==> src/rtl/controle_multiciclo_if.sv <==
`default_nettype none
// ============================================================================
// Module      : controle_multiciclo_if
// Description : Bundle between the multicycle controller and its datapath:
//               IR fields and memory handshake in, control lines out.
// Revision    : 1.0 - initial release
// ============================================================================
interface controle_multiciclo_if #(
    parameter int CONT_W = 16
);
    logic [2:0]        opcode;
    logic [3:0]        funct;
    logic              mem_pronto;

    logic              iord;
    logic              mem_leitura;
    logic              mem_escrita;
    logic              ir_escrita;
    logic              pc_escrita;
    logic              pc_escrita_cond;
    logic [1:0]        pc_fonte;
    logic              ula_src_a;
    logic [1:0]        ula_src_b;
    logic [1:0]        ula_op;
    logic              sign_zero;
    logic [1:0]        reg_dest;
    logic [1:0]        mem_to_reg;
    logic              reg_escrita;
    logic              instrucao_fim;
    logic [3:0]        estado;
    logic [CONT_W-1:0] contagem;

    modport master (
        input  opcode, funct, mem_pronto,
        output iord, mem_leitura, mem_escrita, ir_escrita, pc_escrita,
               pc_escrita_cond, pc_fonte, ula_src_a, ula_src_b, ula_op,
               sign_zero, reg_dest, mem_to_reg, reg_escrita, instrucao_fim,
               estado, contagem
    );

    modport slave (
        output opcode, funct, mem_pronto,
        input  iord, mem_leitura, mem_escrita, ir_escrita, pc_escrita,
               pc_escrita_cond, pc_fonte, ula_src_a, ula_src_b, ula_op,
               sign_zero, reg_dest, mem_to_reg, reg_escrita, instrucao_fim,
               estado, contagem
    );
endinterface
`default_nettype wire

==> src/rtl/controle_multiciclo.sv <==
`default_nettype none
// ============================================================================
// Module      : controle_multiciclo
// Description : Moore control FSM for the multicycle 16-bit MIPS datapath
//               with a shared memory port and a retired-instruction counter.
// Revision    : 1.0 - initial release
// ============================================================================
module controle_multiciclo #(
    parameter logic [2:0] OP_R     = 3'b000,
    parameter logic [2:0] OP_LW    = 3'b001,
    parameter logic [2:0] OP_SW    = 3'b010,
    parameter logic [2:0] OP_BEQ   = 3'b011,
    parameter logic [2:0] OP_ADDI  = 3'b100,
    parameter logic [2:0] OP_SLTI  = 3'b101,
    parameter logic [2:0] OP_J     = 3'b110,
    parameter logic [2:0] OP_JAL   = 3'b111,
    parameter logic [3:0] FUNCT_JR = 4'b1000,
    parameter int         CONT_W   = 16
) (
    input  wire logic             clock,
    input  wire logic             reset,
    controle_multiciclo_if.master bus
);

    localparam logic [3:0] c_busca        = 4'd0;
    localparam logic [3:0] c_decod        = 4'd1;
    localparam logic [3:0] c_exec_r       = 4'd2;
    localparam logic [3:0] c_escr_r       = 4'd3;
    localparam logic [3:0] c_calc_end     = 4'd4;
    localparam logic [3:0] c_le_mem       = 4'd5;
    localparam logic [3:0] c_escr_mem_reg = 4'd6;
    localparam logic [3:0] c_escr_mem     = 4'd7;
    localparam logic [3:0] c_exec_i       = 4'd8;
    localparam logic [3:0] c_escr_i       = 4'd9;
    localparam logic [3:0] c_branch       = 4'd10;
    localparam logic [3:0] c_jump         = 4'd11;
    localparam logic [3:0] c_jal          = 4'd12;
    localparam logic [3:0] c_jr           = 4'd13;

    logic [3:0]        r_estado;
    logic [3:0]        w_prox;
    logic [CONT_W-1:0] r_contagem;

    logic       w_iord;
    logic       w_mem_leitura;
    logic       w_mem_escrita;
    logic       w_ir_escrita;
    logic       w_pc_escrita;
    logic       w_pc_escrita_cond;
    logic [1:0] w_pc_fonte;
    logic       w_ula_src_a;
    logic [1:0] w_ula_src_b;
    logic [1:0] w_ula_op;
    logic       w_sign_zero;
    logic [1:0] w_reg_dest;
    logic [1:0] w_mem_to_reg;
    logic       w_reg_escrita;
    logic       w_fim;

    // ------------------------------------------------------------------
    // State register
    // ------------------------------------------------------------------
    always_ff @(posedge clock or posedge reset) begin
        if (reset) begin
            r_estado <= c_busca;
        end else begin
            r_estado <= w_prox;
        end
    end

    // ------------------------------------------------------------------
    // Next-state logic
    // ------------------------------------------------------------------
    always_comb begin
        w_prox = c_busca;
        case (r_estado)
            c_busca:        w_prox = bus.mem_pronto ? c_decod : c_busca;
            c_decod: begin
                case (bus.opcode)
                    OP_R:            w_prox = (bus.funct == FUNCT_JR) ? c_jr : c_exec_r;
                    OP_LW, OP_SW:    w_prox = c_calc_end;
                    OP_BEQ:          w_prox = c_branch;
                    OP_ADDI, OP_SLTI: w_prox = c_exec_i;
                    OP_J:            w_prox = c_jump;
                    OP_JAL:          w_prox = c_jal;
                    default:         w_prox = c_busca;
                endcase
            end
            c_exec_r:       w_prox = c_escr_r;
            c_calc_end:     w_prox = (bus.opcode == OP_LW) ? c_le_mem : c_escr_mem;
            c_le_mem:       w_prox = bus.mem_pronto ? c_escr_mem_reg : c_le_mem;
            c_escr_mem:     w_prox = bus.mem_pronto ? c_busca : c_escr_mem;
            c_exec_i:       w_prox = c_escr_i;
            default:        w_prox = c_busca;
        endcase
    end

    // ------------------------------------------------------------------
    // Output logic; reset forces every line low without waiting for a clock
    // ------------------------------------------------------------------
    always_comb begin
        w_iord            = 1'b0;
        w_mem_leitura     = 1'b0;
        w_mem_escrita     = 1'b0;
        w_ir_escrita      = 1'b0;
        w_pc_escrita      = 1'b0;
        w_pc_escrita_cond = 1'b0;
        w_pc_fonte        = 2'b00;
        w_ula_src_a       = 1'b0;
        w_ula_src_b       = 2'b00;
        w_ula_op          = 2'b00;
        w_sign_zero       = 1'b0;
        w_reg_dest        = 2'b00;
        w_mem_to_reg      = 2'b00;
        w_reg_escrita     = 1'b0;
        w_fim             = 1'b0;
        if (!reset) begin
            case (r_estado)
                c_busca: begin
                    w_mem_leitura = 1'b1;
                    if (bus.mem_pronto) begin
                        w_ir_escrita = 1'b1;
                        w_pc_escrita = 1'b1;
                        w_ula_src_b  = 2'b01;
                    end
                end
                c_decod: begin
                    w_ula_src_b = 2'b11;
                    w_sign_zero = 1'b1;
                end
                c_exec_r: begin
                    w_ula_src_a = 1'b1;
                    w_ula_op    = 2'b10;
                end
                c_escr_r: begin
                    w_reg_escrita = 1'b1;
                    w_fim         = 1'b1;
                end
                c_calc_end: begin
                    w_ula_src_a = 1'b1;
                    w_ula_src_b = 2'b10;
                    w_sign_zero = 1'b1;
                end
                c_le_mem: begin
                    w_iord        = 1'b1;
                    w_mem_leitura = 1'b1;
                end
                c_escr_mem_reg: begin
                    w_reg_dest    = 2'b01;
                    w_mem_to_reg  = 2'b01;
                    w_reg_escrita = 1'b1;
                    w_fim         = 1'b1;
                end
                c_escr_mem: begin
                    w_iord        = 1'b1;
                    w_mem_escrita = 1'b1;
                    w_fim         = bus.mem_pronto;
                end
                c_exec_i: begin
                    w_ula_src_a = 1'b1;
                    w_ula_src_b = 2'b10;
                    // SLTI compares against an unsigned immediate
                    if (bus.opcode == OP_SLTI) begin
                        w_ula_op    = 2'b11;
                        w_sign_zero = 1'b0;
                    end else begin
                        w_ula_op    = 2'b00;
                        w_sign_zero = 1'b1;
                    end
                end
                c_escr_i: begin
                    w_reg_dest    = 2'b01;
                    w_reg_escrita = 1'b1;
                    w_fim         = 1'b1;
                end
                c_branch: begin
                    w_ula_src_a       = 1'b1;
                    w_ula_op          = 2'b01;
                    w_pc_escrita_cond = 1'b1;
                    w_pc_fonte        = 2'b01;
                    w_fim             = 1'b1;
                end
                c_jump: begin
                    w_pc_escrita = 1'b1;
                    w_pc_fonte   = 2'b10;
                    w_fim        = 1'b1;
                end
                c_jal: begin
                    // PC already holds the return address (PC+2) from fetch
                    w_reg_dest    = 2'b10;
                    w_mem_to_reg  = 2'b10;
                    w_reg_escrita = 1'b1;
                    w_pc_escrita  = 1'b1;
                    w_pc_fonte    = 2'b10;
                    w_fim         = 1'b1;
                end
                c_jr: begin
                    w_pc_escrita = 1'b1;
                    w_pc_fonte   = 2'b11;
                    w_fim        = 1'b1;
                end
                default: begin
                    w_fim = 1'b0;
                end
            endcase
        end
    end

    // ------------------------------------------------------------------
    // Retired-instruction counter, wraps naturally
    // ------------------------------------------------------------------
    always_ff @(posedge clock or posedge reset) begin
        if (reset) begin
            r_contagem <= '0;
        end else if (w_fim) begin
            r_contagem <= r_contagem + 1'b1;
        end
    end

    assign bus.iord            = w_iord;
    assign bus.mem_leitura     = w_mem_leitura;
    assign bus.mem_escrita     = w_mem_escrita;
    assign bus.ir_escrita      = w_ir_escrita;
    assign bus.pc_escrita      = w_pc_escrita;
    assign bus.pc_escrita_cond = w_pc_escrita_cond;
    assign bus.pc_fonte        = w_pc_fonte;
    assign bus.ula_src_a       = w_ula_src_a;
    assign bus.ula_src_b       = w_ula_src_b;
    assign bus.ula_op          = w_ula_op;
    assign bus.sign_zero       = w_sign_zero;
    assign bus.reg_dest        = w_reg_dest;
    assign bus.mem_to_reg      = w_mem_to_reg;
    assign bus.reg_escrita     = w_reg_escrita;
    assign bus.instrucao_fim   = w_fim;
    assign bus.estado          = r_estado;
    assign bus.contagem        = r_contagem;

endmodule
`default_nettype wire

==> src/flat_wrapper.sv <==
// flat-port wrapper written by rule: the top's interface ports become plain ports
module controle_multiciclo_flat 
#(
    parameter logic [2:0] OP_R     = 3'b000,
    parameter logic [2:0] OP_LW    = 3'b001,
    parameter logic [2:0] OP_SW    = 3'b010,
    parameter logic [2:0] OP_BEQ   = 3'b011,
    parameter logic [2:0] OP_ADDI  = 3'b100,
    parameter logic [2:0] OP_SLTI  = 3'b101,
    parameter logic [2:0] OP_J     = 3'b110,
    parameter logic [2:0] OP_JAL   = 3'b111,
    parameter logic [3:0] FUNCT_JR = 4'b1000,
    parameter int         CONT_W   = 16
)
  (clock, reset, bus_opcode, bus_funct, bus_mem_pronto, bus_iord, bus_mem_leitura, bus_mem_escrita, bus_ir_escrita, bus_pc_escrita, bus_pc_escrita_cond, bus_pc_fonte, bus_ula_src_a, bus_ula_src_b, bus_ula_op, bus_sign_zero, bus_reg_dest, bus_mem_to_reg, bus_reg_escrita, bus_instrucao_fim, bus_estado, bus_contagem);
  controle_multiciclo_if #(.CONT_W(CONT_W)) bus_i ();
  input  wire logic clock;
  input  wire logic reset;
  input wire logic [$bits(bus_i.opcode)-1:0] bus_opcode;
  input wire logic [$bits(bus_i.funct)-1:0] bus_funct;
  input wire logic [$bits(bus_i.mem_pronto)-1:0] bus_mem_pronto;
  output wire logic [$bits(bus_i.iord)-1:0] bus_iord;
  output wire logic [$bits(bus_i.mem_leitura)-1:0] bus_mem_leitura;
  output wire logic [$bits(bus_i.mem_escrita)-1:0] bus_mem_escrita;
  output wire logic [$bits(bus_i.ir_escrita)-1:0] bus_ir_escrita;
  output wire logic [$bits(bus_i.pc_escrita)-1:0] bus_pc_escrita;
  output wire logic [$bits(bus_i.pc_escrita_cond)-1:0] bus_pc_escrita_cond;
  output wire logic [$bits(bus_i.pc_fonte)-1:0] bus_pc_fonte;
  output wire logic [$bits(bus_i.ula_src_a)-1:0] bus_ula_src_a;
  output wire logic [$bits(bus_i.ula_src_b)-1:0] bus_ula_src_b;
  output wire logic [$bits(bus_i.ula_op)-1:0] bus_ula_op;
  output wire logic [$bits(bus_i.sign_zero)-1:0] bus_sign_zero;
  output wire logic [$bits(bus_i.reg_dest)-1:0] bus_reg_dest;
  output wire logic [$bits(bus_i.mem_to_reg)-1:0] bus_mem_to_reg;
  output wire logic [$bits(bus_i.reg_escrita)-1:0] bus_reg_escrita;
  output wire logic [$bits(bus_i.instrucao_fim)-1:0] bus_instrucao_fim;
  output wire logic [$bits(bus_i.estado)-1:0] bus_estado;
  output wire logic [$bits(bus_i.contagem)-1:0] bus_contagem;
  assign bus_i.opcode = bus_opcode;
  assign bus_i.funct = bus_funct;
  assign bus_i.mem_pronto = bus_mem_pronto;
  assign bus_iord = bus_i.iord;
  assign bus_mem_leitura = bus_i.mem_leitura;
  assign bus_mem_escrita = bus_i.mem_escrita;
  assign bus_ir_escrita = bus_i.ir_escrita;
  assign bus_pc_escrita = bus_i.pc_escrita;
  assign bus_pc_escrita_cond = bus_i.pc_escrita_cond;
  assign bus_pc_fonte = bus_i.pc_fonte;
  assign bus_ula_src_a = bus_i.ula_src_a;
  assign bus_ula_src_b = bus_i.ula_src_b;
  assign bus_ula_op = bus_i.ula_op;
  assign bus_sign_zero = bus_i.sign_zero;
  assign bus_reg_dest = bus_i.reg_dest;
  assign bus_mem_to_reg = bus_i.mem_to_reg;
  assign bus_reg_escrita = bus_i.reg_escrita;
  assign bus_instrucao_fim = bus_i.instrucao_fim;
  assign bus_estado = bus_i.estado;
  assign bus_contagem = bus_i.contagem;
  controle_multiciclo #(.OP_R(OP_R), .OP_LW(OP_LW), .OP_SW(OP_SW), .OP_BEQ(OP_BEQ), .OP_ADDI(OP_ADDI), .OP_SLTI(OP_SLTI), .OP_J(OP_J), .OP_JAL(OP_JAL), .FUNCT_JR(FUNCT_JR), .CONT_W(CONT_W)) u_core (.clock(clock), .reset(reset), .bus(bus_i));
endmodule
==> config.mk <==
export PLATFORM = sky130hd
export DESIGN_NAME = controle_multiciclo_flat
export DESIGN_NICKNAME = d
export VERILOG_FILES = /design/src/rtl/controle_multiciclo_if.sv /design/src/rtl/controle_multiciclo.sv /design/src/flat_wrapper.sv
export SDC_FILE = /design/constraint.sdc
export NUM_CORES = 1
export LEC_CHECK = 0
export CAP_MARGIN = 15
export CORE_UTILIZATION = 45
export CTS_CLUSTER_SIZE = 40
export DETAILED_ROUTE_END_ITERATION = 7
export PLACE_DENSITY = 0.9
export SYNTH_ARGS = -nofsm -noshare
export SYNTH_HDL_FRONTEND = slang
export SYNTH_SLANG_ARGS = --single-unit
==> constraint.sdc <==
create_clock -name clock -period 2.2 [get_ports clock]
set_input_delay 0.33 -clock clock [delete_from_list [all_inputs] [get_ports clock]]
set_output_delay 0.33 -clock clock [all_outputs]
set_load 0.03 [all_outputs]
==> results of run 1 <==
-- power groups by stage --
stage	clock (mW)	sequential (mW)	combinational, mW
floorplan	0	0.694	0.773
global placement	0	0.535	1.34
detailed placement	0	0.544	1.37
CTS	0.308	0.538	1.38
global route	0.323	0.548	1.48
finish	0.307	0.538	1.39
-- cell families (layout without fill, tap and decap cells) --
family / after synthesis / count (layout) / share of synthesized area, %
AOI/OAI and AO/OA: 25 / 25 / 12.2
xor gates and xnor gates: 18 / 18 / 11.8
adders and majority gates: 1 / 1 / 0.897
buffers and inverters: 16 / 69 / 6.01
DFF: 20 / 20 / 35.9
muxes: 2 / 2 / 1.52
and+or+nand+nor: 71 / 71 / 31.7
-- area by class of cell --
cell class	count	area [um^2]
well taps	31	38.8
inverters	6	22.5
fillers	210	880
flip-flops and latches	20	500
multi-input cells	117	842
repair buffers	59	517
clock inverters	1	30.0
clock buffers	3	22.5
-- sequential cells by signal, indices dropped and copies added (netlist names) --
register and cells:
u_core.bus.estado 4, u_core.bus.contagem 16
-- metal layers --
layer / wire, um / track usage (%) / up-vias
met3: 99 / 2.23 / 4
met4: 30 / 5.78 / 0
met2: 1790 / 35.4 / 35
li1: - / - / 630
met1: 1480 / 28.1 / 624
met5: 0 / 0 / -
-- per-stage QoR --
stage | hold WS, ns | setup WS, ns | area, um^2 | power [mW]
after floorplan | 0.547 | -0.207 | 1420 | 1.47
after global placement | 0.456 | 0.221 | 1910 | 1.87
after detailed placement | 0.462 | 0.148 | 1910 | 1.92
after CTS | 0.477 | 0.0445 | 1960 | 2.22
after global routing | 0.517 | 0.0108 | 1970 | 2.35
final | 0.474 | 0.0771 | 1970 | 2.24
-- worst paths after layout --
path,from,end,depth (start not counted)
setup / recovery,u_core.bus.estado[0],bus_instrucao_fim,5
hold / removal,u_core.bus.contagem[15],u_core.bus.contagem[15],1
setup reg to reg,u_core.bus.estado[0],u_core.bus.contagem[5],6
hold reg to reg,u_core.bus.contagem[15],u_core.bus.contagem[15],1
max in group asynchronous,reset,u_core.bus.contagem[15],4
min in group asynchronous,reset,u_core.bus.contagem[3],4
-- synthesized netlist by cell type, drive strengths merged, types with 2 or more instances --
| cell | instances | area (um^2) |
|---|---|---|
| nor4 | 4 | 31.3 |
| o21ai | 8 | 40.0 |
| inv | 6 | 22.5 |
| clkbuf | 5 | 20.0 |
| and4 | 2 | 20.0 |
| nor3 | 7 | 40.0 |
| and2b | 2 | 15.0 |
| and3b | 2 | 17.5 |
| nor2b | 4 | 25.0 |
| nor3b | 2 | 15.0 |
| and3 | 6 | 42.5 |
| nand2b | 5 | 31.3 |
| nand4 | 3 | 40.0 |
| dfrtp | 20 | 500 |
| a21oi | 8 | 40.0 |
| xor2 | 10 | 95.1 |
| buf | 5 | 41.3 |
| and2 | 2 | 12.5 |
| o221ai | 2 | 17.5 |
| nand2 | 10 | 45.0 |
| nand3 | 5 | 25.0 |
| xnor2 | 8 | 70.1 |
| nor2 | 13 | 51.3 |
==> results.ini, run 1 <==
[power]
vdd_drop_max_v=0.000680
p_sw_mw=1.06
switching_share_pct=47.3
power_leakage_nw=0.921
p_per_area_nw_per_um2=1130
power.share.sequential_pct=24.0
p_clk_share_pct=13.7
pwr-share-comb_pct=62.2
intPower_mw=1.18

[finish]
fin_util_pct=69.2
layout.nets=218
final_cell_mix=clkdlybuf4s50_1, buf_4, dfrtp_1
drive_gt1_share_pct=26.2
final_cells=237
syn2layout_area_growth_pct=41.4
n_antenna_cell=0

[clock_tree]
cts_buffers=3
htreeDepth=1
cts_setup_buffers=0
tritoncts=yes
cts.path.max_buffers=2
clk_latency_ns=0.31
clk_pin_slew_ns=0.12
cts-resized-gates=1
hold_buffers=0
cts-root-buf=clkbuf_4
cts.sinks=20

[worst_setup_path]
max_stage_delay_ns=0.41
cp_common_cell=buf_4
regToRegSetupSlack_ns=0.40
critPathArrivalTime_ns=1.79
start_kind=flop
crit_chain=buf_4 > and2b_1 > o211ai_2 > and2_2 > buf_4
slowest_stage=dfrtp_1
crit_type=reg -> out
worstPathMaxFanout=19
critPathRequiredTime_ns=1.87
endpoint_kind=primary output
crit_family=simple AND/OR/NAND/NOR gates
worst-path-buf-inv=2

[run]
drv_cap=0

[timing]
fin_skew_ns=0.00597
tns_ns=0
min_period_ns=2.12
worst_pin_slew_ns=0.319
rsz0062_at_grt=no
finalCritPeriodShare_pct=96.5
drv_slew=0
clock.fmax_mhz=471
setup_violations=0
finalHoldViolations=0
relSlewSlack_pct=78.6

[synth]
ys_ff_latch=20
yosysWarnings=0
synth_edf_count=0
ys_seq_area_share_pct=35.9
syn_inst=153
synthArstFlopShare_pct=100
synth_ff_type=dfrtp_1
synthesis.nets=164
avgSynthCellArea_um2=9.12
syn_area_um2=1400
ys_types=48

[placed_design]
dp_cells=233
gp_congestion=0.767
io_buffer_count=49
dp_hpwl_mm=2.65

[grt]
antenna_found_initial=0
grt.total_usage_pct=20.7
grt_max_degree=21
grt_first_pass_wirelength_mm=5.40
grt_pass1_vias=1223
gr-total-overflow=0

[die]
chipHeight_um=57.7
die_x_um=57.7
die_area_um2=3330
core_um2=2850
io_pins=50
rows=19
initial_utilization_pct=48.9

[routing]
dr_total_vias=1293
first_pass_iters=6
drtIter0Drc=26
wirelength_mm=3.39
drc=2
ant_nets=0
viasPerCell=5.46
wl_per_cell_um=14.3

[worst_hold_path]
hold_path.class=reg -> reg

[outcome]
status=finished with violations
violations=design-rule violations

(Power assumes the default switching activity.)
==> run 2, diff against run 1 <==
Settings changed: CTS_CLUSTER_DIAMETER from default to 60, GPL_ROUTABILITY_DRIVEN from default to 0.
==> results of run 2 <==
Final layout, timing and power as in run 1 (identical DEF).
==> run 3, diff against run 2 <==
Settings changed: HOLD_SLACK_MARGIN from default to 0.15, SETUP_SLACK_MARGIN from default to 0.2.
==> results.ini, run 3 (synthesis results as in run 1) <==
[outcome]
status=finished with violations
violations=design-rule violations

[die]
rows=19  ; unchanged
die_x_um=57.7  ; unchanged
chipHeight_um=57.7  ; unchanged
initial_utilization_pct=48.9  ; unchanged
core_um2=2850  ; unchanged
die_area_um2=3330  ; unchanged
io_pins=50  ; unchanged

[placed_design]
dp_hpwl_mm=2.61  ; -1.3%
dp_cells=234  ; +0.43%
io_buffer_count=49  ; unchanged
dpl_cell_area_um2=1970  ; +3.1%
dp_worst_setup_slack_ns=-0.0399  ; -0.188 ns

[power]
pwr-share-comb_pct=68.1  ; +5.9 points
p_clk_share_pct=8.7  ; -5.0 points
power.share.sequential_pct=23.2  ; -0.8 points
p_sw_mw=1.13  ; +7.1%
switching_share_pct=46.6  ; -0.67 points
p_per_area_nw_per_um2=1120  ; -1.2%
vdd_drop_max_v=0.000803  ; +18%
power_leakage_nw=1.05  ; +14%
intPower_mw=1.30  ; +10%

[worst_setup_path]
max_stage_delay_ns=0.46  ; +0.05 ns
slowest_stage=dfrtp_2
crit_family=flip-flops
worstPathMaxFanout=6  ; -13
worst-path-buf-inv=2  ; unchanged
start_kind=flop
critPathArrivalTime_ns=1.71  ; -0.08 ns
endpoint_kind=primary output
crit_chain=buf_4 > xor2_1 > o21ai_1 > nor3_2 > a21boi_4 > buf_6
startpoint=u_core.bus.estado[2]
r2r_start=u_core.bus.estado[2]
critPathRequiredTime_ns=1.87  ; about the same
crit_type=reg -> out

[finish]
largest_register_ffs=16  ; unchanged
final_cell_mix=buf_4, clkdlybuf4s50_1, dfrtp_1
layout.nets=233  ; +6.9%
drive_gt1_share_pct=36.7  ; +10 points
n_antenna_cell=0  ; unchanged
layout_commonest_cell=buf_4
design_area_um2=2170  ; +10%
final_cells=252  ; +6.3%
syn2layout_area_growth_pct=55.5

[routing]
ant_nets=0  ; unchanged
viasPerCell=5.50  ; +0.88%
drtIter0Drc=30  ; +15%
dr_total_vias=1387  ; +7.3%
wirelength_mm=3.67  ; +8.2%
wl_per_cell_um=14.6  ; +1.7%
first_pass_iters=6  ; unchanged
drc=5  ; +3

[clock_tree]
hold_buffers=0  ; unchanged
cts-root-buf=clkbuf_4
cts.sinks=20  ; unchanged
cts_buffers=3  ; unchanged
htreeDepth=1  ; unchanged
cts.path.max_buffers=2  ; unchanged
clk_latency_ns=0.29  ; -0.02 ns
tritoncts=yes
clk_pin_slew_ns=0.11  ; about the same

[timing]
min_period_ns=2.04  ; -0.0876 ns
setup_violations=0  ; unchanged
relSlewSlack_pct=78.1  ; -0.59 points
finalCritPeriodShare_pct=92.5  ; -4.0 points
fin_skew_ns=0.00205  ; -0.00392 ns
rsz0062_at_grt=yes
finalHoldViolations=0  ; unchanged
clock.fmax_mhz=491  ; +4.3%
worst_pin_slew_ns=0.328  ; +0.00887 ns
finalWorstSetupSlack_ns=0.165  ; +0.0876 ns
drv_slew=0  ; unchanged

[grt]
grt_max_degree=21  ; unchanged
grt_pass1_vias=1366  ; +12%
grt_first_pass_wirelength_mm=5.80  ; +7.4%
gr-total-overflow=0  ; unchanged
antenna_found_initial=0  ; unchanged
grt.total_usage_pct=22.1  ; +1.4 points

[run]
drv_cap=0  ; unchanged

[worst_hold_path]
hold_path.class=in -> async

run 3: cell count changes in the layout (fill, tap and decap cells not counted), sizes merged, moves of 4 or more:
cell           delta
buf              +12
clkbuf            +4
clkdlybuf4s50     -4
dlymetal6s2s      +4
run 3: area by class of cell:
| type | count | area, um^2 |
|---|---|---|
| fillers | 194 | 683 |
| multi-input cells | 117 | 898 |
| repair buffers | 74 | 667 |
| well taps | 31 | 38.8 |
| clock buffers | 4 | 36.3 |
| flip-flops and latches | 20 | 503 |
| inverters | 6 | 26.3 |
run 3: what timing repair did:
| item | 4_1_cts | 5_1_grt |
|---|---|---|
| gates resized for setup | 7 | 23 |
| endpoints found under the setup margin | 14 | 16 |
| pin swaps | 2 | 8 |
| setup buffers | 7 | 7 |
run 3: power groups by stage:
stage / registers, mW / logic, mW / clock network (mW)
5_1_grt: 0.574 / 1.75 / 0.229
3_3_place_gp: 0.594 / 1.35 / 0
6_report: 0.564 / 1.66 / 0.211
3_5_place_dp: 0.600 / 1.38 / 0
4_1_cts: 0.570 / 1.49 / 0.214
2_1_floorplan: 0.695 / 0.810 / 0
run 3: final timing paths:
kind                                            to  slack [ns]  cells after the start
max                                  bus_sign_zero        0.16                      6
min                           u_core.bus.estado[1]        0.46                      3
max reg2reg                 u_core.bus.contagem[5]        0.36                      8
min reg2reg                u_core.bus.contagem[15]        0.50                      1
max in group asynchronous     u_core.bus.estado[2]        1.51                      3
min in group clock         u_core.bus.contagem[15]        0.50                      1
run 3: metrics by stage:
| stage | TNS (ns) | hold slack, ns | utilization (%) | total power, mW |
|---|---|---|---|---|
| 2_1_floorplan | 0 | 0.512 | - | 1.51 |
| 3_3_place_gp | 0 | 0.468 | 69.2 | 1.94 |
| 3_5_place_dp | -0.0399 | 0.481 | 69.2 | 1.98 |
| 4_1_cts | 0 | 0.467 | 72.4 | 2.27 |
| 5_1_grt | 0 | 0.482 | 76.1 | 2.56 |
| 6_report | 0 | 0.464 | 76.1 | 2.43 |
run 3: worst reg2reg max path, cell delays in order (launching register included):
cell      delay (ns)
dfrtp_2         0.44
buf_4           0.14
nor2_2          0.04
buf_4           0.13
a211oi_4        0.26
buf_4           0.15
and3_1          0.26
and3_4          0.22
xor2_2          0.13
run 3: routing by layer:
layer / GRT usage, % / routed length, um / vias up
met1: 25.9 / 1550 / 646
met4: 9.18 / 44 / 0
met2: 40.7 / 1870 / 67
met5: 0 / 0 / -
li1: - / - / 670
met3: 2.90 / 210 / 4
